## src/rtl/matmul_pkg.sv

```systemverilog
// Shared types and default widths for the matrix-multiply address generator.
package matmul_pkg;

   typedef enum logic [1:0] {
      IDLE = 2'd0,
      RUN  = 2'd1,
      DONE = 2'd2
   } mag_state_t;

   localparam int ADDR_W_DEF = 16;
   localparam int DIM_W_DEF  = 8;

endpackage

```

## src/rtl/matmul_addr_gen_loop_counter.sv

```systemverilog
// One loop index: counts on enable, wraps to 0 after limit-1 and flags the wrap.
module loop_counter #(
   parameter int W = 8
) (
   input  logic         clk,
   input  logic         rst,
   input  logic         clr,
   input  logic         en,
   input  logic [W-1:0] limit,
   output logic [W-1:0] idx,
   output logic         wrap
);

   assign wrap = en && (idx == limit - W'(1));

   always_ff @(posedge clk) begin
      if (rst || clr)
         idx <= '0;
      else if (wrap)
         idx <= '0;
      else if (en)
         idx <= idx + W'(1);
   end

endmodule

```

## src/rtl/matmul_addr_gen.sv

```systemverilog
// Walks i/j/k over an n x n matmul and emits A/B/C addresses per beat using
// running pointers instead of multipliers.
//
// state | meaning
// IDLE  | waiting for start; start with n==0 goes straight to DONE
// RUN   | presenting tuples, one beat per valid && ready
// DONE  | one-cycle done pulse, then back to IDLE
module matmul_addr_gen
   import matmul_pkg::*;
#(
   parameter int ADDR_W = ADDR_W_DEF,
   parameter int DIM_W  = DIM_W_DEF
) (
   input  logic              clk,
   input  logic              rst,
   input  logic              start,
   input  logic [DIM_W-1:0]  n,
   input  logic [ADDR_W-1:0] a_base,
   input  logic [ADDR_W-1:0] b_base,
   input  logic [ADDR_W-1:0] c_base,
   input  logic              ready,
   output logic              valid,
   output logic [ADDR_W-1:0] a_addr,
   output logic [ADDR_W-1:0] b_addr,
   output logic [ADDR_W-1:0] c_addr,
   output logic              first_k,
   output logic              last_k,
   output logic              busy,
   output logic              done
);

   mag_state_t state, state_nxt;

   logic [DIM_W-1:0]  n_q;
   logic [ADDR_W-1:0] b_base_q;
   logic [ADDR_W-1:0] a_row, b_ptr, c_ptr;
   logic [DIM_W-1:0]  k_idx, j_idx, i_idx;
   logic [DIM_W-1:0]  j_next;
   logic              k_wrap, j_wrap, i_wrap;
   logic              accept, beat;
   logic [ADDR_W-1:0] n_ext;

   assign accept = (state == IDLE) && start;
   assign beat   = (state == RUN) && ready;
   assign n_ext  = ADDR_W'(n_q);
   assign j_next = j_wrap ? '0 : j_idx + DIM_W'(1);

   loop_counter #(.W(DIM_W)) u_k (
      .clk(clk), .rst(rst), .clr(accept), .en(beat),
      .limit(n_q), .idx(k_idx), .wrap(k_wrap)
   );

   loop_counter #(.W(DIM_W)) u_j (
      .clk(clk), .rst(rst), .clr(accept), .en(k_wrap),
      .limit(n_q), .idx(j_idx), .wrap(j_wrap)
   );

   loop_counter #(.W(DIM_W)) u_i (
      .clk(clk), .rst(rst), .clr(accept), .en(j_wrap),
      .limit(n_q), .idx(i_idx), .wrap(i_wrap)
   );

   always_ff @(posedge clk) begin
      if (rst)
         state <= IDLE;
      else
         state <= state_nxt;
   end

   always_comb begin
      state_nxt = state;
      case (state)
         IDLE:    if (start) state_nxt = (n != '0) ? RUN : DONE;
         RUN:     if (beat && i_wrap) state_nxt = DONE;
         DONE:    state_nxt = IDLE;
         default: state_nxt = IDLE;
      endcase
   end

   always_ff @(posedge clk) begin
      if (rst) begin
         n_q      <= '0;
         b_base_q <= '0;
         a_row    <= '0;
         b_ptr    <= '0;
         c_ptr    <= '0;
      end else if (accept) begin
         n_q      <= n;
         b_base_q <= b_base;
         a_row    <= a_base;
         b_ptr    <= b_base;
         c_ptr    <= c_base;
      end else if (beat) begin
         // k wrap restarts B at the top of the next column and steps C by one
         if (k_wrap) begin
            b_ptr <= b_base_q + ADDR_W'(j_next);
            c_ptr <= c_ptr + ADDR_W'(1);
         end else begin
            b_ptr <= b_ptr + n_ext;
         end
         if (j_wrap)
            a_row <= a_row + n_ext;
      end
   end

   assign valid   = (state == RUN);
   assign busy    = (state == RUN);
   assign done    = (state == DONE);
   assign a_addr  = a_row + ADDR_W'(k_idx);
   assign b_addr  = b_ptr;
   assign c_addr  = c_ptr;
   assign first_k = valid && (k_idx == '0);
   assign last_k  = valid && (k_idx == n_q - DIM_W'(1));

   logic unused_i;
   assign unused_i = |i_idx;

endmodule

```

## config.mk

```make
export PLATFORM = sky130hd
export DESIGN_NAME = matmul_addr_gen
export DESIGN_NICKNAME = d
export VERILOG_FILES = /design/src/rtl/matmul_pkg.sv /design/src/rtl/matmul_addr_gen_loop_counter.sv /design/src/rtl/matmul_addr_gen.sv
export SDC_FILE = /design/constraint.sdc
export NUM_CORES = 1
export LEC_CHECK = 0
export CELL_PAD_IN_SITES_DETAIL_PLACEMENT = 1
export CELL_PAD_IN_SITES_GLOBAL_PLACEMENT = 1
export CORE_MARGIN = 2
export CORE_UTILIZATION = 40
export CTS_CLUSTER_SIZE = 28
export DETAILED_ROUTE_END_ITERATION = 8
export PLACE_DENSITY = 0.8
export SLEW_MARGIN = 0
export SYNTH_ARGS = -nofsm -noshare
export SYNTH_HDL_FRONTEND = slang
export SYNTH_SLANG_ARGS = --single-unit
```

## constraint.sdc

```tcl
create_clock -name clk -period 5.91 [get_ports clk]
set_input_delay 1.4775 -clock clk [delete_from_list [all_inputs] [get_ports clk]]
set_output_delay 1.4775 -clock clk [all_outputs]
set_load 0.02 [all_outputs]
```

==> impl_metrics.env <==
export IMPL_crit_path_end_kind="register"
export IMPL_synthesis_area_um2=6850
export IMPL_rr_worst_depth=19
export IMPL_grt_pass1_wl_um=37300
export IMPL_grt_busiest_layer="met2"
export IMPL_worstPathArrival_ns=5.25
export IMPL_io_pins=113
export IMPL_grt_pass1_vias=6830
export IMPL_clockBufferDepth=2
export IMPL_drtPass1Iterations=4
export IMPL_h_tree_depth=3
export IMPL_p_int_mw=1.30
export IMPL_max_cap_violations=0
export IMPL_grt_max_degree=62
export IMPL_start_util_pct=41.2
export IMPL_synth_async_reset_ratio_pct=0
export IMPL_hold_viol=0
export IMPL_num_vias=6713
export IMPL_postCtsSetupBuffers=0
export IMPL_postRouteAntennaNets=0
export IMPL_synth_top_cell_area_share_pct=28.6
export IMPL_setup_tns_ns=0
export IMPL_r2r_end="b_addr[11]"
export IMPL_skew_ns=0.00404
export IMPL_cts_resized=0
export IMPL_comb_power_share_pct=25.0
export IMPL_syn_avg_cell_area_um2=7.88
export IMPL_worstReg2RegStart="n_q[1]"
export IMPL_syn_nets=972
export IMPL_post_route_min_period_ns=5.00
export IMPL_reg2reg_slack_ns=0.91
export IMPL_diodes=0
export IMPL_cts_buffers=9
export IMPL_drc_errors=0
export IMPL_critical_path_required_ns=6.16
export IMPL_min_period_over_period_pct=84.6
export IMPL_port_buffer_count=112
export IMPL_vdd_drop_max_v=0.000172
export IMPL_synth_seq_area_share_pct=28.6
export IMPL_rsz0062_at_grt="false"
export IMPL_yosysTopAreaCell="dfxtp_1"
export IMPL_min_to="b_base_q[0]"
export IMPL_p_clk_share_pct=34.4
export IMPL_crit_type="reg -> reg"
export IMPL_rows=47
export IMPL_routabilityCongestion=0.869
export IMPL_use_met3_pct=3.45
export IMPL_fillerInstances=2016
export IMPL_dpl_cell_area_um2=8100
export IMPL_die_area_um2=18200
export IMPL_worst_hold_path_type="reg -> reg"
export IMPL_core_um2=16600
export IMPL_synth_warnings=0
export IMPL_synth_edf_count=0
export IMPL_hp_start="b_base_q[0]"
export IMPL_chipWidth_um=135
export IMPL_seq_power_share_pct=40.5
export IMPL_postLayoutCoreUtil_pct=50.6
export IMPL_synthCells=870
export IMPL_cp_max_fo=15
export IMPL_final_cells=1177
export IMPL_synth_seq_cells=98
export IMPL_tightest_slew_ns=0.846
export IMPL_drt_wirelength_per_cell_um=19.7
export IMPL_yosys_cell_types_count=68
export IMPL_drive_gt1_share_pct=4.81
export IMPL_slew_headroom_pct=43.6
export IMPL_globalRouteOverflowTotal=0
export IMPL_p_per_area_nw_per_um2=226
export IMPL_critPathLaunchType="register"
export IMPL_grt_usage_pct=26.1
export IMPL_die_height_um=135
export IMPL_final_nets=1054
export IMPL_clock_fmax_mhz=200
export IMPL_dpl_cell_count=1161
export IMPL_clock_sinks=98
export IMPL_clk_latency_ns=0.36
export IMPL_seqCellArea_um2=1960
export IMPL_avgViaCountPerCell=5.70
export IMPL_slew_viol_final=0
export IMPL_swShare_pct=31.8
export IMPL_status="finished clean"
export IMPL_drt_iter0_drc=359
export IMPL_finalInstanceArea_um2=8420
export IMPL_synthTopCellsByArea="dfxtp_1 (29%), xnor2_1 (7.3%), ha_1 (6.9%)"
export IMPL_switchingPower_uw=605
export IMPL_ys_flop_type="dfxtp_1"
export IMPL_globalRouteMet2Util_pct=44.8
export IMPL_cts_tree="done"
export IMPL_antenna_found_initial=0
export IMPL_power_leakage_nw=3.19
export IMPL_setup_viol=0
export IMPL_multi_input_area_um2=4570
export IMPL_dpl_hpwl_um=17100
export IMPL_use_met1_pct=34.5
export IMPL_postCtsHoldBufs=0
export IMPL_drt_wl_total_um=23200
export IMPL_path_clk_slew_ns=0.07
export IMPL_areaGrowthSynthToFinish_pct=22.8
export IMPL_holdPathStages=2
export IMPL_root_buffer="clkbuf_16"
==> placed cells by master, fill, tap and decap left out, types with 6 or more instances in the layout <==
| cell type | n |
|---|---|
| a211oi_1 | 21 |
| a21o_1 | 9 |
| a21oi_1 | 64 |
| a22oi_1 | 8 |
| a31oi_1 | 7 |
| and2_1 | 6 |
| and3_1 | 12 |
| buf_4 | 8 |
| clkbuf_16 | 9 |
| clkdlybuf4s50_1 | 111 |
| dfxtp_1 | 98 |
| ha_1 | 38 |
| inv_1 | 29 |
| nand2_1 | 114 |
| nand3_1 | 34 |
| nand4_1 | 18 |
| nor2_1 | 86 |
| nor3_1 | 13 |
| nor4_1 | 12 |
| o211ai_1 | 6 |
| o21a_1 | 8 |
| o21ai_0 | 29 |
| or3_1 | 10 |
| or4_1 | 8 |
| xnor2_1 | 57 |
| xor2_1 | 47 |
==> per-layer routing <==
metal | vias to the layer above | wire length (um)
met5 | - | 0
met1 | 3304 | 10400
met4 | 0 | 373
li1 | 3250 | -
met2 | 139 | 11400
met3 | 20 | 1050
==> Yosys cell counts, drive strengths merged (4+ instances only) <==
cell type	number
a31o	5
o211ai	6
inv	29
nor3b	5
a311oi	5
ha	38
nand4	20
a211oi	21
nor3	14
xor2	47
dfxtp	98
fa	4
a21oi	64
clkbuf	34
o21a	8
nor4	12
nand2b	4
o21bai	5
xnor2	57
nor2b	5
buf	15
a31oi	7
o21ai	29
and3	12
or3	10
a2111oi	5
and2	7
nand2	116
nand3	34
mux2i	5
nor2	86
a21o	9
a22oi	8
or4	8
==> state kept, by name, indices dropped and copies added (netlist names) <==
signal,flops
u_j.idx,8
n_q,8
a_row,16
u_i.idx,8
b_base_q,16
b_addr,16
u_k.idx,8
state,2
c_addr,16
==> metrics by stage <==
stage | hold WS, ns | worst slack [ns] | total power, mW
after global placement | 0.469 | 1.08 | 1.25
after CTS | 0.491 | 0.858 | 1.92
final | 0.490 | 0.907 | 1.90
after floorplan | 0.441 | 1.41 | 1.06
after global routing | 0.518 | 0.452 | 1.98
after detailed placement | 0.480 | 0.920 | 1.26
==> area by class of cell <==
type | count | share of cell area, %
Multi-Input combinational cell | 693 | 54.3
Sequential cell | 98 | 23.3
Timing Repair Buffer | 120 | 14.0
Tap cell | 220 | 3.27
Clock buffer | 10 | 2.72
Inverter | 30 | 1.34
Clock inverter | 6 | 1.07
==> worst max path at each step <==
stage / start / endpoint / cells past startpoint
4_1_cts: n_q[1] / b_addr[11] / 19
6_report: n_q[1] / b_addr[11] / 19
2_1_floorplan: n_q[0] / b_addr[11] / 18
3_5_place_dp: n_q[1] / b_addr[11] / 19
3_3_place_gp: ready / b_addr[11] / 13
5_1_grt: n_q[1] / b_addr[14] / 18
==> logic make-up (layout without fill, tap and decap cells) <==
family                   Yosys count  count (layout)  share of synthesized area, %
AND/OR/NAND/NOR                  345             345                          24.8
AO/OA/AOI/OAI                    195             195                          19.0
XOR/XNOR                         106             106                          14.0
flip-flops                        98              98                          28.6
buffers and inverters             79             166                          4.71
adder cells (fa/ha/maj)           42              42                          8.11
multiplexers                       5               5                         0.730
==> power groups by stage <==
stage / registers (mW) / logic, mW / clock network (mW)
after floorplan: 0.783 / 0.277 / 0
after global placement: 0.783 / 0.466 / 0
after detailed placement: 0.784 / 0.474 / 0
after CTS: 0.769 / 0.478 / 0.669
after global routing: 0.777 / 0.521 / 0.687
final: 0.770 / 0.476 / 0.655
==> worst max-delay path, stage by stage, from the launching register on <==
cell,delay [ns]
dfxtp_1,0.40
inv_1,0.19
ha_1,0.30
nor3b_4,0.37
nor3b_4,0.33
xnor2_1,0.17
a2111oi_4,0.41
and3b_1,0.43
nand2_4,0.21
nand2_1,0.16
inv_1,0.06
ha_1,0.27
a21o_1,0.17
a21oi_1,0.33
o311ai_0,0.19
buf_4,0.18
nand4_1,0.10
xnor2_1,0.12
o21ai_0,0.09
a2111oi_0,0.39
Power figures use the tool's default switching activity.
